===== src/rtl/ip_codma_read_machine_pkg.sv =====
// Shared CODMA read-machine types: state encoding, size codes and
// their word counts.
package ip_codma_states_pkg;

  typedef enum logic [2:0] {
    RD_IDLE    = 3'd0,
    RD_ASK     = 3'd1,
    RD_GRANTED = 3'd2,
    RD_HANDOFF = 3'd3,
    RD_WAIT_WR = 3'd4,
    RD_UNUSED  = 3'd5
  } read_state_t;

  localparam logic [3:0] SIZE_2W  = 4'd3;
  localparam logic [3:0] SIZE_4W  = 4'd8;
  localparam logic [3:0] SIZE_8W  = 4'd9;
  localparam logic [7:0] WORDS_2W = 8'd2;
  localparam logic [7:0] WORDS_4W = 8'd4;
  localparam logic [7:0] WORDS_8W = 8'd8;

  function automatic logic size_legal(input logic [3:0] code);
    return (code == SIZE_2W) || (code == SIZE_4W) || (code == SIZE_8W);
  endfunction

  // Word count for a size code; 0 for illegal codes.
  function automatic logic [7:0] size_words(input logic [3:0] code);
    case (code)
      SIZE_2W: return WORDS_2W;
      SIZE_4W: return WORDS_4W;
      SIZE_8W: return WORDS_8W;
      default: return 8'd0;
    endcase
  endfunction

endpackage


===== src/rtl/ip_codma_read_machine_if.sv =====
// Shared system bus as seen by the CODMA read machine.
interface BUS_IF;
  logic        req;
  logic        grant;
  logic        we;
  logic [31:0] addr;
  logic [3:0]  size;
  logic        rvalid;
  logic [63:0] rdata;   // low word first
  logic        error;

  modport master (output req, we, addr, size, input grant, rvalid, rdata, error);
  modport slave  (input req, we, addr, size, output grant, rvalid, rdata, error);
endinterface


===== src/rtl/ip_codma_read_machine_rd_buffer.sv =====
// Local data buffer: BUF_WORDS x 32 register file written two words
// at a time, fully visible on a flat read-out bus.
module ip_codma_rd_buffer #(
  parameter int BUF_WORDS = 8,
  parameter int IDX_W     = $clog2(BUF_WORDS)
) (
  input  logic                        clk_i,
  input  logic                        reset_i,
  input  logic                        wr_en_i,
  input  logic [IDX_W-1:0]            wr_idx_i,
  input  logic [63:0]                 wr_data_i,
  output logic [BUF_WORDS-1:0][31:0]  rd_data_o
);

  logic [BUF_WORDS-1:0][31:0] buf_q;

  // Low half lands at wr_idx, high half at the next word.
  always_ff @(posedge clk_i) begin
    if (reset_i) begin
      buf_q <= '0;
    end else if (wr_en_i) begin
      buf_q[wr_idx_i]                  <= wr_data_i[31:0];
      buf_q[IDX_W'(wr_idx_i + 1'b1)]   <= wr_data_i[63:32];
    end
  end

  assign rd_data_o = buf_q;

endmodule


===== src/rtl/ip_codma_read_machine.sv =====
// CODMA read machine: fetches a 2/4/8-word block over the shared bus
// into the local buffer, hands it to the write machine and waits.
// Optional grant-wait timeout: define CODMA_RD_TIMEOUT_EN.
module ip_codma_read_machine
  import ip_codma_states_pkg::*;
#(
  parameter int BUF_WORDS      = 8,
  parameter int TIMEOUT_CYCLES = 256
) (
  input  logic                       clk_i,
  input  logic                       reset_i,
  input  logic                       start_i,
  input  logic [31:0]                src_addr_i,
  input  logic [3:0]                 size_i,
  input  logic                       stop_i,
  input  logic                       wr_done_i,
  output logic                       need_write_o,
  output logic                       done_o,
  output logic                       error_o,
  output logic [7:0]                 word_count_rd,
  output read_state_t                rd_state_r,
  output read_state_t                rd_state_next_s,
  output logic [BUF_WORDS-1:0][31:0] buf_data_o,
  BUS_IF.master                      bus_if
);

  localparam int IDX_W = $clog2(BUF_WORDS);

  read_state_t state_q, state_d;
  logic        need_write_q, done_q, error_q, req_q;
  logic [7:0]  cnt_q;
  logic [31:0] addr_q;
  logic [3:0]  size_q;
  logic [7:0]  words;
  logic        beat_ok, bus_err_act, tmo_hit;

  assign words       = size_words(size_q);
  assign bus_err_act = bus_if.error && (state_q == RD_ASK || state_q == RD_GRANTED);
  // A beat is taken only while reading, below the block size, and when
  // neither abort nor bus error overrides it.
  assign beat_ok     = (state_q == RD_GRANTED) && bus_if.rvalid && (cnt_q < words)
                       && !stop_i && !bus_if.error;

`ifdef CODMA_RD_TIMEOUT_EN
  localparam int TMO_W = $clog2(TIMEOUT_CYCLES + 1);
  logic [TMO_W-1:0] tmo_q;

  // Counts cycles spent waiting for grant; cleared outside RD_ASK.
  always_ff @(posedge clk_i) begin
    if (reset_i || state_q != RD_ASK) tmo_q <= '0;
    else                              tmo_q <= tmo_q + 1'b1;
  end

  assign tmo_hit = (state_q == RD_ASK) && !bus_if.grant
                   && (tmo_q == TMO_W'(TIMEOUT_CYCLES - 1));
`else
  logic unused_tmo_cfg;
  assign unused_tmo_cfg = (TIMEOUT_CYCLES == 0);
  assign tmo_hit        = 1'b0;
`endif

  // Next state, with abort above bus error above normal flow.
  always_comb begin
    state_d = state_q;
    case (state_q)
      RD_IDLE:    if (start_i && size_legal(size_i)) state_d = RD_ASK;
      RD_ASK:     if (bus_if.grant) state_d = RD_GRANTED;
                  else if (tmo_hit) state_d = RD_IDLE;
      RD_GRANTED: if (beat_ok && (cnt_q + 8'd2 == words)) state_d = RD_HANDOFF;
      RD_HANDOFF: state_d = RD_WAIT_WR;
      RD_WAIT_WR: if (wr_done_i) state_d = RD_IDLE;
      default:    state_d = RD_IDLE;
    endcase
    if (bus_err_act) state_d = RD_IDLE;
    if (stop_i)      state_d = RD_IDLE;
  end

  // State register plus all registered outputs.
  always_ff @(posedge clk_i) begin
    if (reset_i) begin
      state_q      <= RD_IDLE;
      need_write_q <= 1'b0;
      done_q       <= 1'b0;
      error_q      <= 1'b0;
      req_q        <= 1'b0;
      cnt_q        <= '0;
      addr_q       <= '0;
      size_q       <= '0;
    end else begin
      state_q      <= state_d;
      need_write_q <= 1'b0;
      done_q       <= 1'b0;
      if (stop_i) begin
        req_q <= 1'b0;
      end else if (bus_err_act) begin
        req_q   <= 1'b0;
        error_q <= 1'b1;
      end else begin
        case (state_q)
          RD_IDLE: if (start_i) begin
            if (size_legal(size_i)) begin
              addr_q  <= src_addr_i;
              size_q  <= size_i;
              cnt_q   <= '0;
              error_q <= 1'b0;
              req_q   <= 1'b1;
            end else begin
              error_q <= 1'b1;
            end
          end
          RD_ASK: if (bus_if.grant) begin
            req_q <= 1'b0;
          end else if (tmo_hit) begin
            req_q   <= 1'b0;
            error_q <= 1'b1;
          end
          RD_GRANTED: if (beat_ok) begin
            cnt_q <= cnt_q + 8'd2;
            if (cnt_q + 8'd2 == words) need_write_q <= 1'b1;
          end
          RD_HANDOFF: ;
          RD_WAIT_WR: if (wr_done_i) done_q <= 1'b1;
          default:    error_q <= 1'b1;
        endcase
      end
    end
  end

  ip_codma_rd_buffer #(.BUF_WORDS(BUF_WORDS)) u_buf (
    .clk_i     (clk_i),
    .reset_i   (reset_i),
    .wr_en_i   (beat_ok),
    .wr_idx_i  (cnt_q[IDX_W-1:0]),
    .wr_data_i (bus_if.rdata),
    .rd_data_o (buf_data_o)
  );

  assign bus_if.req      = req_q;
  assign bus_if.we       = 1'b0;
  assign bus_if.addr     = addr_q;
  assign bus_if.size     = size_q;
  assign need_write_o    = need_write_q;
  assign done_o          = done_q;
  assign error_o         = error_q;
  assign word_count_rd   = cnt_q;
  assign rd_state_r      = state_q;
  assign rd_state_next_s = state_d;

endmodule

===== src/flat_wrapper.sv =====
// flat-port wrapper written by rule: the top's interface ports become plain ports
module ip_codma_read_machine_flat import ip_codma_states_pkg::*;
#(
  parameter int BUF_WORDS      = 8,
  parameter int TIMEOUT_CYCLES = 256
)
  (clk_i, reset_i, start_i, src_addr_i, size_i, stop_i, wr_done_i, need_write_o, done_o, error_o, word_count_rd, rd_state_r, rd_state_next_s, buf_data_o, bus_if_req, bus_if_we, bus_if_addr, bus_if_size, bus_if_grant, bus_if_rvalid, bus_if_rdata, bus_if_error);
  BUS_IF bus_if_i ();
  input  logic clk_i;
  input  logic reset_i;
  input  logic start_i;
  input  logic [31:0] src_addr_i;
  input  logic [3:0] size_i;
  input  logic stop_i;
  input  logic wr_done_i;
  output logic need_write_o;
  output logic done_o;
  output logic error_o;
  output logic [7:0] word_count_rd;
  output read_state_t rd_state_r;
  output read_state_t rd_state_next_s;
  output logic [BUF_WORDS-1:0][31:0] buf_data_o;
  output wire logic [$bits(bus_if_i.req)-1:0] bus_if_req;
  output wire logic [$bits(bus_if_i.we)-1:0] bus_if_we;
  output wire logic [$bits(bus_if_i.addr)-1:0] bus_if_addr;
  output wire logic [$bits(bus_if_i.size)-1:0] bus_if_size;
  input wire logic [$bits(bus_if_i.grant)-1:0] bus_if_grant;
  input wire logic [$bits(bus_if_i.rvalid)-1:0] bus_if_rvalid;
  input wire logic [$bits(bus_if_i.rdata)-1:0] bus_if_rdata;
  input wire logic [$bits(bus_if_i.error)-1:0] bus_if_error;
  assign bus_if_req = bus_if_i.req;
  assign bus_if_we = bus_if_i.we;
  assign bus_if_addr = bus_if_i.addr;
  assign bus_if_size = bus_if_i.size;
  assign bus_if_i.grant = bus_if_grant;
  assign bus_if_i.rvalid = bus_if_rvalid;
  assign bus_if_i.rdata = bus_if_rdata;
  assign bus_if_i.error = bus_if_error;
  ip_codma_read_machine #(.BUF_WORDS(BUF_WORDS), .TIMEOUT_CYCLES(TIMEOUT_CYCLES)) u_core (.clk_i(clk_i), .reset_i(reset_i), .start_i(start_i), .src_addr_i(src_addr_i), .size_i(size_i), .stop_i(stop_i), .wr_done_i(wr_done_i), .need_write_o(need_write_o), .done_o(done_o), .error_o(error_o), .word_count_rd(word_count_rd), .rd_state_r(rd_state_r), .rd_state_next_s(rd_state_next_s), .buf_data_o(buf_data_o), .bus_if(bus_if_i));
endmodule

===== config.mk =====
export PLATFORM = sky130hd
export DESIGN_NAME = ip_codma_read_machine_flat
export DESIGN_NICKNAME = d
export VERILOG_FILES = /design/src/rtl/ip_codma_read_machine_pkg.sv /design/src/rtl/ip_codma_read_machine_if.sv /design/src/rtl/ip_codma_read_machine_rd_buffer.sv /design/src/rtl/ip_codma_read_machine.sv /design/src/flat_wrapper.sv
export SDC_FILE = /design/constraint.sdc
export NUM_CORES = 1
export LEC_CHECK = 0
export BUFFER_PORTS_ARGS = -buffer_cell sky130_fd_sc_hd__clkbuf_2
export CORE_ASPECT_RATIO = 0.75
export CORE_MARGIN = 2
export CORE_UTILIZATION = 25
export DETAILED_ROUTE_END_ITERATION = 8
export PLACE_DENSITY = 0.48
export SLEW_MARGIN = 5
export SYNTH_ARGS = -nofsm -noshare
export SYNTH_HDL_FRONTEND = slang
export SYNTH_SLANG_ARGS = --single-unit

===== constraint.sdc =====
create_clock -name clk_i -period 3.15 [get_ports clk_i]
set_clock_uncertainty 0.15 [all_clocks]
set_input_delay 0.315 -clock clk_i [delete_from_list [all_inputs] [get_ports clk_i]]
set_output_delay 0.315 -clock clk_i [all_outputs]
set_load 0.005 [all_outputs]

# [After elaboration in Yosys (flattened, before gate mapping)]
# Cells that the tools add are included.
[totals] reg_bits=307 input_bits=108
[classes] n_addsub=2 magnitude_cmp=5 n_eq_ne=17 mux=28 n_bitwise=5 reduce_logical=25
[op_table] cell="256-bit bitwise mux" n=2
[op_table] cell="32-bit demux with 3-bit select" n=2
[op_table] cell="32-bit 2-to-1 mux" n=2
[op_table] cell="8-bit 2-to-1 mux" n=3
[op_table] cell="3-bit 2-to-1 mux" n=6
[op_table] cell="4-bit == test (second input constant)" n=4
[op_table] cell="8-bit one-hot mux with 2 select lines" n=1
[op_table] cell="3-bit one-hot mux with 5 select lines" n=1
[op_table] cell="4-bit one-hot mux with 3 select lines" n=1
[op_table] cell="1-bit logical AND" n=9
[op_table] cell="8-bit by 2-bit adder with 8-bit output (second input constant)" n=1
[op_table] cell="4-bit by 2-bit == test with 1-bit output (second input constant)" n=2
[op_table] cell="8-bit by 4-bit == test with 1-bit output" n=1
[op_table] cell="3-bit by 4-bit less-than comparator with 1-bit output (second input constant)" n=2
[op_table] cell="8-bit by 4-bit less-than comparator with 1-bit output" n=1
[op_table] cell="1-bit 2-to-1 mux" n=8
[op_table] cell="4-bit OR reduction" n=2
[op_table] cell="3-bit by 2-bit == test with 1-bit output (second input constant)" n=2
[op_table] cell="3-bit by 1-bit greater-or-equal comparator with 1-bit output (second input constant)" n=2
[op_table] cell="2-bit by 1-bit inequality test with 1-bit output (second input constant)" n=3
[op_table] cell="6-bit AND reduction" n=1
[op_table] cell="1-bit inverter" n=5
[op_table] cell="5-bit AND reduction" n=1
[op_table] cell="5-bit OR reduction" n=1
[op_table] cell="other kinds (13)" n=19

# [Logic depth before layout (Yosys ltp)]
[depth] word_depth=11 depth_mapped=10

# [Modules after synthesis]
# From an unflattened synthesis, not the netlist that was laid out.
[unflattened] cells_unflattened=1626 hier_area_um2=14507.7
[by_module_without_submodules] mod="ip_codma_rd_buffer" instances=1 cells_per_inst=1358 area_per_inst_um2=12301.8 seq_area_each_um2=5124.9
[by_module_without_submodules] mod="ip_codma_read_machine" instances=1 cells_per_inst=268 area_per_inst_um2=2205.9 seq_area_each_um2=1001.0

# [Worst setup path before layout]
# Ideal clock, no wire load.
[synth_path] kind="reg2reg" startpoint="register u_core.size_q[0], in the netlist u_core.bus_if.size[0]" endpoint="register u_core.u_buf.buf_q (netlist bit u_core.u_buf.rd_data_o[121])" setup_time_ns=0.132 arrival_ns=2.531 path_slack_ns=0.337 stages_incl_launch_ff=9 path_buffers=1 synth_period_minus_slack_ns=2.813 path_cell_list="dfxtp_1 -> or4b_2 -> ha_1 -> nor2b_1 -> o21ai_1 -> nand4_1 -> clkbuf_1 -> nand2_1 -> a21oi_1"
[synth_via] elab_chain_len=6
[synth_lines] item="start, declared" line="ip_codma_read_machine.sv:33" rtl="logic [3:0] size_q;"
[synth_lines] item="start signal, assigned" line="ip_codma_read_machine.sv:103" rtl="size_q <= size_i;"
[synth_lines] item="4-bit == test or 4-bit by 2-bit == test with 1-bit output (tied branches)" line="ip_codma_read_machine_pkg.sv:27" rtl="case (code)"
[synth_lines] item="4-bit one-hot mux with 3 select lines *" line="ip_codma_read_machine_pkg.sv:27"
[synth_lines] item="8-bit by 4-bit less-than comparator with 1-bit output *" line="ip_codma_read_machine.sv:41" rtl="assign beat_ok = (state_q == RD_GRANTED) && bus_if.rvalid && (cnt_q < words)"
[synth_lines] item="1-bit logical AND *" line="ip_codma_read_machine.sv:41"
[synth_lines] item="1-bit logical AND * (2 in series)" line="ip_codma_read_machine.sv:42" rtl="&& !stop_i && !bus_if.error;"
[synth_lines] item="end signal, assigned by index" line="ip_codma_read_machine_rd_buffer.sv:22" rtl="buf_q[wr_idx_i] <= wr_data_i[31:0];"
[synth_lines] item="end signal, assigned by index" line="ip_codma_read_machine_rd_buffer.sv:23" rtl="buf_q[IDX_W'(wr_idx_i + 1'b1)] <= wr_data_i[63:32];"
[synth_lines] item="end, declared" line="ip_codma_read_machine_rd_buffer.sv:15" rtl="logic [BUF_WORDS-1:0][31:0] buf_q;"
# Mark *: on every way between the ends. The rest lies on a longest branch, timed or not.
# A chain may end at the register's enable or synchronous reset.

# [Final worst setup path]
[layout_path] startpoint="register u_core.size_q[2], in the netlist u_core.bus_if.size[2]" endpoint="output rd_state_next_s[0]"
[layout_via] elab_chain_len=11
[layout_lines] item="4-bit == test or 4-bit by 2-bit == test with 1-bit output (tied branches)" line="ip_codma_read_machine_pkg.sv:27"
[layout_lines] item="4-bit one-hot mux with 3 select lines *" line="ip_codma_read_machine_pkg.sv:27"
[layout_lines] item="8-bit by 4-bit less-than comparator with 1-bit output" line="ip_codma_read_machine.sv:41"
[layout_lines] item="1-bit logical AND" line="ip_codma_read_machine.sv:41"
[layout_lines] item="1-bit logical AND (2 in series)" line="ip_codma_read_machine.sv:42"
[layout_lines] item="1-bit logical AND *" line="ip_codma_read_machine.sv:69" rtl="RD_GRANTED: if (beat_ok && (cnt_q + 8'd2 == words)) state_d = RD_HANDOFF;"
[layout_lines] item="3-bit 2-to-1 mux *" line="ip_codma_read_machine.sv:69"
[layout_lines] item="3-bit one-hot mux with 5 select lines *" line="ip_codma_read_machine.sv:65" rtl="case (state_q)"
[layout_lines] item="3-bit 2-to-1 mux *" line="ip_codma_read_machine.sv:74" rtl="if (bus_err_act) state_d = RD_IDLE;"
[layout_lines] item="3-bit 2-to-1 mux *" line="ip_codma_read_machine.sv:75" rtl="if (stop_i) state_d = RD_IDLE;"
[layout_lines] item="end, declared" line="flat_wrapper.sv:21" rtl="output read_state_t rd_state_next_s;"
# Marked as above.

==> impl_metrics.py <==
metrics = {
    "global_route": {
        "grt_util_all_layers_pct": 17.9,
        "initial_antenna_violation_count": 0,
        "grt_pass1_wl_um": 64800,
        "first_global_vias": 11100,
        "grt_max_degree": 81,
        "overflow": 0,
    },
    "yosys": {
        "count_of_flip_flops_with_a_built_in_enable_after_synthesis": 0,
        "synth_top_cells_by_area": "sky130_fd_sc_hd__dfxtp_1, sky130_fd_sc_hd__nand2_1, sky130_fd_sc_hd__a21oi_1",
        "synth_compound_area_share_pct": 15.6,
        "post-synth-top-area-fraction_pct": 54.9,
        "async_flop_share_pct": 0,
        "synth.cell_area_um2": 11200,
        "yosys_register_bits": 306,
        "synth_area_leader_cell": "sky130_fd_sc_hd__dfxtp_1",
        "synthesis.area_per_instance_um2": 8.33,
        "synth-xor-area-share_pct": 0.235,
        "synth_top_family_by_area": "simple AND/OR/NAND/NOR gates",
        "synth-adder-area-share_pct": 1.23,
        "synthFlopType": "sky130_fd_sc_hd__dfxtp_1",
        "post_synth_mux_area_share_pct": 0.101,
        "synth_sequential_area_ratio_pct": 54.9,
        "yosysWarningCount": 0,
        "synthDistinctLibCells": 50,
        "post_synth_inst_count": 1340,
        "yosys.area_share.simple_pct": 23.0,
    },
    "final_layout": {
        "finish.cell_count_without_fillers": 2428,
        "final_layout_size_suffix_gt1_share_pct": 28.3,
        "layout.nets": 1937,
        "antennaDiodeCount": 0,
        "commonest_non_fill_non_tap_cell_in_the_layout": "sky130_fd_sc_hd__nand2_1",
        "flow.area_growth_from_synthesis_pct": 44.0,
        "filler_cell_count": 4608,
        "most-common-layout-cells": "sky130_fd_sc_hd__nand2_1, sky130_fd_sc_hd__clkbuf_2, sky130_fd_sc_hd__dfxtp_1",
    },
    "critical_path": {
        "cpPeakStageDelay_ns": 0.56,
        "kind_of_end_point_of_the_critical_path": "primary output",
        "crit_path_top_delay_cell": "sky130_fd_sc_hd__or4b_4",
        "reg2reg_slack_ns": 0.41,
        "rr_worst_depth": 8,
        "worstPathCellList": "or4b_4, ha_4, nor2b_2, o21a_1, nor3_2, buf_4, a31oi_4, nor2_1, buf_2",
        "worstSetupPathType": "reg -> out",
        "crit_reg_reg_startpoint": "u_core.bus_if.size[2]",
        "critPathMaxFanout": 4,
        "startpoint_type_of_the_worst_setup_path": "flop",
        "timing.critical_path.required_ns": 2.68,
        "crit-reg2reg-capture": "u_core.u_buf.rd_data_o[186]",
        "critical_path_arrival_ns": 2.58,
    },
    "clock_tree": {
        "insertion_delay_to_the_later_sink_of_the_worst_skew_pair_ns": 0.52,
        "cts_tree": "yes",
        "root_buffer": "sky130_fd_sc_hd__clkbuf_16",
        "cts.sinks": 306,
        "cts_max_path_buffers": 3,
        "cts.clk_slew.worst_paths_ns": 0.06,
        "cts_made_buffers": 35,
        "clock_tree.htree_level_count": 2,
    },
    "floorplanning": {
        "num_rows": 67,
        "initial_utilization_pct": 25.2,
        "die-area_um2": 46400,
        "top_level_ports": 419,
        "fp.dieH_um": 187,
        "core_region_area_um2": 44300,
        "die_x_um": 248,
    },
    "pwr": {
        "power.density_cell_area_nw_per_um2": 520,
        "p_total_mw": 8.36,
        "leakage_nw": 6.42,
        "vdd.ir_drop.worst_uv": 474,
    },
    "sta": {
        "relSlewSlack_pct": 42.5,
        "layout_min_cycle_time_ns": 3.04,
        "finalCritPeriodShare_pct": 96.7,
        "tightestPinTransition_ns": 0.862,
        "finalHoldViolations": 0,
        "final-setup-viol-count": 0,
        "maxClockFrequency_mhz": 328,
        "timing_max_transition_violations_final": 0,
    },
    "detailed_routing": {
        "drt_drc_violations_left": 0,
        "drt-vias-per-instance": 4.60,
        "wire_per_inst_um": 17.7,
        "drt_first_iter_violations": 508,
        "via_count": 11200,
        "antenna_left": 0,
        "drt_pass1_iterations": 5,
        "postRouteWirelength_um": 43000,
    },
    "worst_hold_path": {
        "min-delay-start": "bus_if_rdata[50]",
        "worstHoldPathCells": 3,
        "worstHoldPathType": "in -> reg",
        "min_delay_worst_endpoint": "u_core.u_buf.rd_data_o[178]",
    },
    "run_status": {
        "result_of_the_run": "complete, no violations",
    },
    "run": {
        "timing.max_cap.violations": 0,
    },
    "placed_design": {
        "dp.final_hpwl_um": 27900,
        "buffer_ports.inserted": 416,
        "gp_routability_congestion": 0.806,
        "numPlacedInstances": 2265,
    },
}
==> registers in the layout, summed over array words and instances (netlist names) <==
name / flops
u_core.error_o: 1
u_core.bus_if.req: 1
u_core.done_o: 1
u_core.bus_if.size: 4
u_core.u_buf.rd_data_o: 256
u_core.need_write_o: 1
u_core.bus_if.addr: 32
u_core.word_count_rd: 7
u_core.rd_state_r: 3
==> worst max-delay path, delay by kind of cell, from the launching register on <==
| family | cells | cell delay (ns) |
|---|---|---|
| AOI/OAI and AO/OA | 2 | 0.30 |
| and+or+nand+nor | 4 | 0.95 |
| DFF | 1 | 0.33 |
| buffers and inverters | 2 | 0.27 |
| adders and majority gates | 1 | 0.23 |
==> worst max-delay path by stage <==
| stage | slack [ns] | cells past startpoint | from | end |
|---|---|---|---|---|
| detailed placement | 0.29 | 9 | u_core.bus_if.size[0] | u_core.u_buf.rd_data_o[171] |
| floorplan | 0.34 | 8 | u_core.bus_if.size[0] | u_core.u_buf.rd_data_o[121] |
| finish | 0.11 | 9 | u_core.bus_if.size[2] | rd_state_next_s[0] |
| global route | -0.006 | 9 | u_core.bus_if.size[2] | rd_state_next_s[0] |
| CTS | 0.006 | 9 | u_core.bus_if.size[0] | rd_state_next_s[0] |
| global placement | 0.31 | 9 | u_core.bus_if.size[0] | u_core.u_buf.rd_data_o[181] |
==> cell usage after synthesis (2+ instances only) <==
cell type / number
sky130_fd_sc_hd__a211oi_1: 2
sky130_fd_sc_hd__inv_1: 5
sky130_fd_sc_hd__o21a_1: 2
sky130_fd_sc_hd__nor4bb_1: 3
sky130_fd_sc_hd__o21ai_0: 5
sky130_fd_sc_hd__buf_2: 24
sky130_fd_sc_hd__nand3_1: 102
sky130_fd_sc_hd__nor3_1: 4
sky130_fd_sc_hd__nor3b_1: 5
sky130_fd_sc_hd__a22o_1: 32
sky130_fd_sc_hd__nor4_4: 2
sky130_fd_sc_hd__nand2_1: 431
sky130_fd_sc_hd__and4_1: 4
sky130_fd_sc_hd__buf_4: 15
sky130_fd_sc_hd__nand4_1: 3
sky130_fd_sc_hd__nand2b_1: 4
sky130_fd_sc_hd__nor2_1: 14
sky130_fd_sc_hd__clkbuf_1: 60
sky130_fd_sc_hd__ha_1: 11
sky130_fd_sc_hd__dfxtp_1: 306
sky130_fd_sc_hd__buf_6: 6
sky130_fd_sc_hd__a21oi_1: 265
sky130_fd_sc_hd__xnor2_1: 3
sky130_fd_sc_hd__o211ai_1: 2
sky130_fd_sc_hd__and3_1: 2
sky130_fd_sc_hd__nor2b_1: 4
==> through the flow <==
step / setup slack [ns] / setup TNS (ns) / hold WS (ns) / cell area [um^2] / util [%]
after floorplan: 0.337 / 0 / 0.279 / 11200 / -
after global placement: 0.308 / 0 / 0.288 / 13900 / 31.3
after detailed placement: 0.292 / 0 / 0.293 / 13900 / 31.3
after CTS: 0.00567 / 0 / 0.00431 / 16000 / 36.1
after global routing: -0.00556 / -0.00556 / 0.0238 / 16100 / 36.3
final: 0.105 / 0 / 0.0343 / 16100 / 36.3
==> what timing repair did <==
action | CTS | global route
setup endpoints to repair | 1 | 1
hold buffers | 99 | 0
setup buffers | 0 | 3
endpoints found under the hold margin | 288 | 0
pin swaps | 0 | 4
resized for setup | 2 | 11
==> area by class of cell <==
| type | count | area [um^2] | share of cell area, % |
|---|---|---|---|
| sequential | 306 | 6130 | 38.2 |
| multi-input combinational | 924 | 4560 | 28.4 |
| timing repair buffer | 545 | 3480 | 21.7 |
| clock buffer | 54 | 1050 | 6.53 |
| tap | 586 | 733 | 4.56 |
| clock inverter | 7 | 93.8 | 0.584 |
| inverter | 6 | 22.5 | 0.140 |
==> cells by family (layout without fill, tap and decap cells) <==
kind of cell	after synthesis	after routing
simple gates	590	590
compound gates	317	317
flops	306	306
buf+inv	111	612
fa+ha+maj	11	11
xor+xnor	3	3
other cells	1	2
mux	1	1
==> routing by layer <==
| layer | GRT usage (%) | vias up | routed length, um |
|---|---|---|---|
| li1 | - | 5444 | - |
| met5 | 0 | - | 0 |
| met1 | 22.4 | 5277 | 18800 |
| met4 | 5.60 | 0 | 1160 |
| met3 | 5.12 | 73 | 3330 |
| met2 | 29.7 | 367 | 19700 |
==> power breakdown <==
group | internal (mW) | leakage [nW] | switching, mW
registers | 3.88 | 2.47 | 0.00620
logic | 0.163 | 3.40 | 0.203
clock network | 2.46 | 0.553 | 1.65
Note: power is estimated with default switching activity, not from simulation.
